--- src/rtl/chong_rung_nut_if.sv ---
// Button bus between the board-side driver and the debouncer.
// Ports (signals):
//   ena_db     debounce sample strobe, one ckht cycle wide
//   btn_in     raw asynchronous button inputs
//   btn_lvl    debounced level, 1 = pressed
//   btn_pulse  one-cycle pulse on each accepted press
//   btn_rpt    one-cycle auto-repeat pulse while held
// Modports: master drives strobe/raw buttons, slave is the debouncer.
interface chong_rung_nut_if #(
  parameter int unsigned N_BTN = 4
);
  logic             ena_db;
  logic [N_BTN-1:0] btn_in;
  logic [N_BTN-1:0] btn_lvl;
  logic [N_BTN-1:0] btn_pulse;
  logic [N_BTN-1:0] btn_rpt;

  modport master (
    output ena_db,
    output btn_in,
    input  btn_lvl,
    input  btn_pulse,
    input  btn_rpt
  );

  modport slave (
    input  ena_db,
    input  btn_in,
    output btn_lvl,
    output btn_pulse,
    output btn_rpt
  );
endinterface

--- src/rtl/chong_rung_nut.sv ---
// Multi-channel push-button debouncer with press pulse and auto-repeat.
// Ports:
//   ckht  in  system clock, rising edge
//   rst   in  synchronous reset, active-high
//   bus   slave modport of chong_rung_nut_if
//         (ena_db, btn_in in; btn_lvl, btn_pulse, btn_rpt out, all registered)
module chong_rung_nut #(
  parameter int unsigned N_BTN    = 4,
  parameter int unsigned DB_CNT   = 4,
  parameter int unsigned HOLD_CNT = 50,
  parameter int unsigned RPT_CNT  = 10,
  parameter bit          ACT_LOW  = 1'b1
) (
  input  logic           ckht,
  input  logic           rst,
  chong_rung_nut_if.slave bus
);

  localparam int unsigned CNT_W  = $clog2(DB_CNT + 1);
  localparam int unsigned HC_MAX = (HOLD_CNT > RPT_CNT) ? HOLD_CNT : RPT_CNT;
  localparam int unsigned HC_W   = $clog2(HC_MAX + 1);
  // Raw level of a released button; synchronizers reset to it.
  localparam logic        REL_RAW = ACT_LOW;

  typedef enum logic [1:0] {
    S_OFF     = 2'd0,
    S_CHK_ON  = 2'd1,
    S_ON      = 2'd2,
    S_CHK_OFF = 2'd3
  } state_t;

  logic [N_BTN-1:0] lvl_vec;
  logic [N_BTN-1:0] pulse_vec;
  logic [N_BTN-1:0] rpt_vec;

  for (genvar i = 0; i < N_BTN; i++) begin : g_ch
    logic            sync1_q, sync2_q, s;
    state_t          state_q, state_d;
    logic [CNT_W-1:0] cnt_q, cnt_d, cnt_inc;
    logic [HC_W-1:0]  hc_q, hc_d, hc_inc, hc_lim;
    logic            rep_q, rep_d;
    logic            lvl_q, lvl_d;
    logic            pulse_q, pulse_d;
    logic            rpt_q, rpt_d;

    // Two-flop synchronizer for the asynchronous raw input.
    always_ff @(posedge ckht) begin
      if (rst) begin
        sync1_q <= REL_RAW;
        sync2_q <= REL_RAW;
      end else begin
        sync1_q <= bus.btn_in[i];
        sync2_q <= sync1_q;
      end
    end

    assign s       = ACT_LOW ? ~sync2_q : sync2_q;
    assign cnt_inc = cnt_q + CNT_W'(1);
    assign hc_inc  = hc_q + HC_W'(1);
    // hc restarts at 0 on every repeat; rep_q selects first-hold vs repeat interval.
    assign hc_lim  = rep_q ? HC_W'(RPT_CNT) : HC_W'(HOLD_CNT);

    // State, counters and registered outputs.
    always_ff @(posedge ckht) begin
      if (rst) begin
        state_q <= S_OFF;
        cnt_q   <= '0;
        hc_q    <= '0;
        rep_q   <= 1'b0;
        lvl_q   <= 1'b0;
        pulse_q <= 1'b0;
        rpt_q   <= 1'b0;
      end else begin
        state_q <= state_d;
        cnt_q   <= cnt_d;
        hc_q    <= hc_d;
        rep_q   <= rep_d;
        lvl_q   <= lvl_d;
        pulse_q <= pulse_d;
        rpt_q   <= rpt_d;
      end
    end

    // Next-state logic; nothing moves unless ena_db is high.
    always_comb begin
      state_d = state_q;
      cnt_d   = cnt_q;
      hc_d    = hc_q;
      rep_d   = rep_q;
      pulse_d = 1'b0;
      rpt_d   = 1'b0;
      if (bus.ena_db) begin
        case (state_q)
          S_OFF: begin
            if (s) begin
              if (DB_CNT == 1) begin
                state_d = S_ON;
                cnt_d   = '0;
                hc_d    = '0;
                rep_d   = 1'b0;
                pulse_d = 1'b1;
              end else begin
                state_d = S_CHK_ON;
                cnt_d   = CNT_W'(1);
              end
            end
          end
          S_CHK_ON: begin
            if (s) begin
              if (cnt_inc == CNT_W'(DB_CNT)) begin
                state_d = S_ON;
                cnt_d   = '0;
                hc_d    = '0;
                rep_d   = 1'b0;
                pulse_d = 1'b1;
              end else begin
                cnt_d = cnt_inc;
              end
            end else begin
              state_d = S_OFF;
              cnt_d   = '0;
            end
          end
          S_ON: begin
            if (s) begin
              if (hc_inc == hc_lim) begin
                rpt_d = 1'b1;
                hc_d  = '0;
                rep_d = 1'b1;
              end else begin
                hc_d = hc_inc;
              end
            end else if (DB_CNT == 1) begin
              state_d = S_OFF;
              cnt_d   = '0;
            end else begin
              state_d = S_CHK_OFF;
              cnt_d   = CNT_W'(1);
            end
          end
          S_CHK_OFF: begin
            if (!s) begin
              if (cnt_inc == CNT_W'(DB_CNT)) begin
                state_d = S_OFF;
                cnt_d   = '0;
              end else begin
                cnt_d = cnt_inc;
              end
            end else begin
              // Release glitch: back to ON with hc untouched so cadence resumes.
              state_d = S_ON;
              cnt_d   = '0;
            end
          end
          default: begin
            state_d = S_OFF;
            cnt_d   = '0;
          end
        endcase
      end
      lvl_d = (state_d == S_ON) || (state_d == S_CHK_OFF);
    end

    assign lvl_vec[i]   = lvl_q;
    assign pulse_vec[i] = pulse_q;
    assign rpt_vec[i]   = rpt_q;
  end

  assign bus.btn_lvl   = lvl_vec;
  assign bus.btn_pulse = pulse_vec;
  assign bus.btn_rpt   = rpt_vec;

endmodule

--- src/flat_wrapper.sv ---
// flat-port wrapper written by rule: the top's interface ports become plain ports
module chong_rung_nut_flat 
#(
  parameter int unsigned N_BTN    = 4,
  parameter int unsigned DB_CNT   = 4,
  parameter int unsigned HOLD_CNT = 50,
  parameter int unsigned RPT_CNT  = 10,
  parameter bit          ACT_LOW  = 1'b1
)
  (ckht, rst, bus_ena_db, bus_btn_in, bus_btn_lvl, bus_btn_pulse, bus_btn_rpt);
  chong_rung_nut_if #(.N_BTN(N_BTN)) bus_i ();
  input  logic ckht;
  input  logic rst;
  input wire logic [$bits(bus_i.ena_db)-1:0] bus_ena_db;
  input wire logic [$bits(bus_i.btn_in)-1:0] bus_btn_in;
  output wire logic [$bits(bus_i.btn_lvl)-1:0] bus_btn_lvl;
  output wire logic [$bits(bus_i.btn_pulse)-1:0] bus_btn_pulse;
  output wire logic [$bits(bus_i.btn_rpt)-1:0] bus_btn_rpt;
  assign bus_i.ena_db = bus_ena_db;
  assign bus_i.btn_in = bus_btn_in;
  assign bus_btn_lvl = bus_i.btn_lvl;
  assign bus_btn_pulse = bus_i.btn_pulse;
  assign bus_btn_rpt = bus_i.btn_rpt;
  chong_rung_nut #(.N_BTN(N_BTN), .DB_CNT(DB_CNT), .HOLD_CNT(HOLD_CNT), .RPT_CNT(RPT_CNT), .ACT_LOW(ACT_LOW)) u_core (.ckht(ckht), .rst(rst), .bus(bus_i));
endmodule
--- config.mk ---
export PLATFORM = sky130hd
export DESIGN_NAME = chong_rung_nut_flat
export DESIGN_NICKNAME = d
export VERILOG_FILES = /design/src/rtl/chong_rung_nut_if.sv /design/src/rtl/chong_rung_nut.sv /design/src/flat_wrapper.sv
export SDC_FILE = /design/constraint.sdc
export NUM_CORES = 1
export LEC_CHECK = 0
export ABC_AREA = 0
export CORE_MARGIN = 2
export CORE_UTILIZATION = 55
export CTS_CLUSTER_SIZE = 28
export DETAILED_ROUTE_END_ITERATION = 7
export MAX_ROUTING_LAYER = met4
export PLACE_DENSITY_LB_ADDON = 0.1
export SETUP_SLACK_MARGIN = 0.05
export SYNTH_ARGS = -nofsm -noshare
export SYNTH_HDL_FRONTEND = slang
export SYNTH_SLANG_ARGS = --single-unit
--- constraint.sdc ---
create_clock -name ckht -period 2.3 [get_ports ckht]
set_input_delay 0.345 -clock ckht [delete_from_list [all_inputs] [get_ports ckht]]
set_output_delay 0.345 -clock ckht [all_outputs]
set_load 0.03 [all_outputs]
==> reports/results.ini <==
[critical_path]
cp_max_fo=5
crit_slowest_cell=dfxtp_1
critPathBufInv=0
cp.required_ps=2540
startpoint_type=register
critPathArrivalTime_ps=2330
crit_chain=ha_1 -> nand3_1 -> xnor2_1 -> nor3b_2 -> nand2_1 -> a311o_1 -> nor4b_1
critPathTopFamily=simple AND/OR/NAND/NOR gates
crit_path_max_incr_delay_ps=410
path_class=register to register
worstSetupEndpointType=register

[floorplan]
ios=19
rows=31
start_util_pct=56.8
fp.dieW_microns=90.3
core_area_sq_um=7210
die_y_microns=90.3
die_area_sq_um=8150

[synth]
synth-seq-cells=67
synth_async_sr_flop_share_pct=0
ys_warn_count=0
post-synth-top-count-cell=dfxtp_1
synthFlopType=dfxtp_1
synth_edf_count=0
synth_area_sq_um=4100
syn_area_per_cell_sq_um=8.06
synthCells=508
synth_top_area_cell=dfxtp_1
netlist_top_cells_count=dfxtp_1 (67), nand2_1 (49), nor2_1 (40)
yosysSeqAreaShare_pct=32.7
synth.area.top_cells=dfxtp_1 (33%), ha_1 (10%), nand2_1 (4.5%)
synth_top_area_share_pct=32.7
synthesis.nets=548
ys_types=60

[finish]
area_growth_pct=9.99
fin_area_sq_um=4510
drive_above_1_share_pct=7.93
antennaDiodeCount=0
layout.nets=553

[global_route]
grt_pass1_vias=3246
grt_overflow_total=0
antenna_found_initial=0
grt_pass1_wl_mm=14.4
track_usage_pct=21.6
grt_max_degree=42

[route]
drc=0
ant_nets=0
wl_per_cell_microns=13.8
drtIter0Drc=107
drt_wl_total_mm=8.47
drtPass1Iterations=4
viasPerCell=5.78
vias=3563

[status]
status=finished clean

[timing]
hold_violations=0
setup_viol=0
setup_tns_ps=0
final.period_utilization_pct=91.1
fmax_mhz=477
slew_headroom_pct=61.5
worst_slew_pin_slew_ps=573
setup_slack_ps=205
rsz0062_at_grt=no
min_period_ps=2090
slew_viol_final=0
skew_ps=10.5

[power_and_ir_drop]
p_leak_nw=1.62
ir_worst_vdd_uv=315
power.density_cell_area_nw_per_um2=504

[run]
maxCapViolations=0

[clock_network]
numCtsBuffers=9
cts_setup_buffers=0
clockBufferDepth=2
cts_root_buf=clkbuf_8
cts.clk_slew.worst_paths_ps=70
cts_sinks=67
htreeDepth=3
clk_latency_ps=340
cts_tree=yes

[placement]
placed_cell_area_sq_um=4300
dp_hpwl_mm=5.95
portBuffers=18
gp_congestion=0.896
pre_cts_ws_ps=147

[worst_hold_path]
hp-class=input port to register

layout make-up:
cell class	count	area, sq um
inverters	19	71.3
clock buffers	13	159
multi-input cells	386	2500
well taps	99	124
repair buffers	30	278
fillers	645	2710
flip-flops and latches	67	1340
clock inverters	2	35.0
flip-flops by register name, summed over array words and instances (netlist names), named ones only:
name and count:
u_core.g_ch.cnt_q 12, u_core.g_ch.hc_q 24, u_core.g_ch.lvl_q 3, u_core.g_ch.pulse_q 4, u_core.g_ch.rep_q 4, u_core.g_ch.rpt_q 4
u_core.g_ch.state_q 6, u_core.g_ch.sync1_q 4, u_core.g_ch.sync2_q 4
per-stage QoR:
stage	hold WS (ps)	util (%)	std cells	total power, mW
2_1_floorplan	389	-	508	1.28
3_3_place_gp	391	59.5	601	1.32
3_5_place_dp	400	59.5	601	1.32
4_1_cts	338	62.2	616	2.30
5_1_grt	337	62.5	616	2.37
6_report	339	62.5	616	2.27
power breakdown:
group          leakage [nW]  switching (mW)  internal [mW]
registers             0.542          0.0127           1.17
clock network        0.0995           0.424          0.554
logic                 0.979          0.0639         0.0433
final timing paths:
path	endpoint	slack (ps)	depth (start not counted)	startpoint
setup / recovery	u_core.g_ch[2].rpt_q	210	7	u_core.g_ch[2].hc_q[0]
hold / removal	u_core.g_ch[2].cnt_q[2]	340	2	rst
setup reg to reg	u_core.g_ch[2].rpt_q	210	7	u_core.g_ch[2].hc_q[0]
hold reg to reg	u_core.g_ch[0].sync2_q	410	1	u_core.g_ch[0].sync1_q
logic make-up after synthesis:
family                   Yosys count  share of synthesized area (%)
XOR/XNOR                          13                           2.78
AO/OA/AOI/OAI                    119                           18.7
buffers and inverters             55                           6.69
adder cells (fa/ha/maj)           33                           10.1
multiplexers                       5                           1.22
flip-flops                        67                           32.7
AND/OR/NAND/NOR                  216                           27.8
timing repair:
action,CTS,global route
hold endpoints to repair,0,0
hold buffers,0,0
setup endpoints to repair,0,5
gates resized for setup,0,4
placed cells by master, fill, tap and decap left out, types with 6 or more instances in the layout:
cell and instances:
a21oi_1 34, nand2b_1 10, nor4b_1 8, nor2_1 40, and3_1 6, or3_1 6, nand2_1 49, ha_1 32
nor2b_1 8, xnor2_1 6, clkbuf_8 11, nand3_1 21, buf_4 11, clkdlybuf4s50_1 17, o21ai_0 29, o211ai_1 6
nor3_1 22, inv_1 17, nor3b_1 8, a31oi_1 7, xor2_1 6, or2_2 8, dfxtp_1 66
metal layers:
| layer | GRT usage, % | part of all wire (%) | vias up |
|---|---|---|---|
| met2 | 32.2 | 45 | 63 |
| met4 | 8.21 | 1.7 | 0 |
| met5 | - | 0 | - |
| met1 | 28.8 | 49 | 1667 |
| li1 | - | - | 1820 |
| met3 | 4.59 | 4.0 | 13 |
No activity file was read; power rests on OpenSTA's default activity.
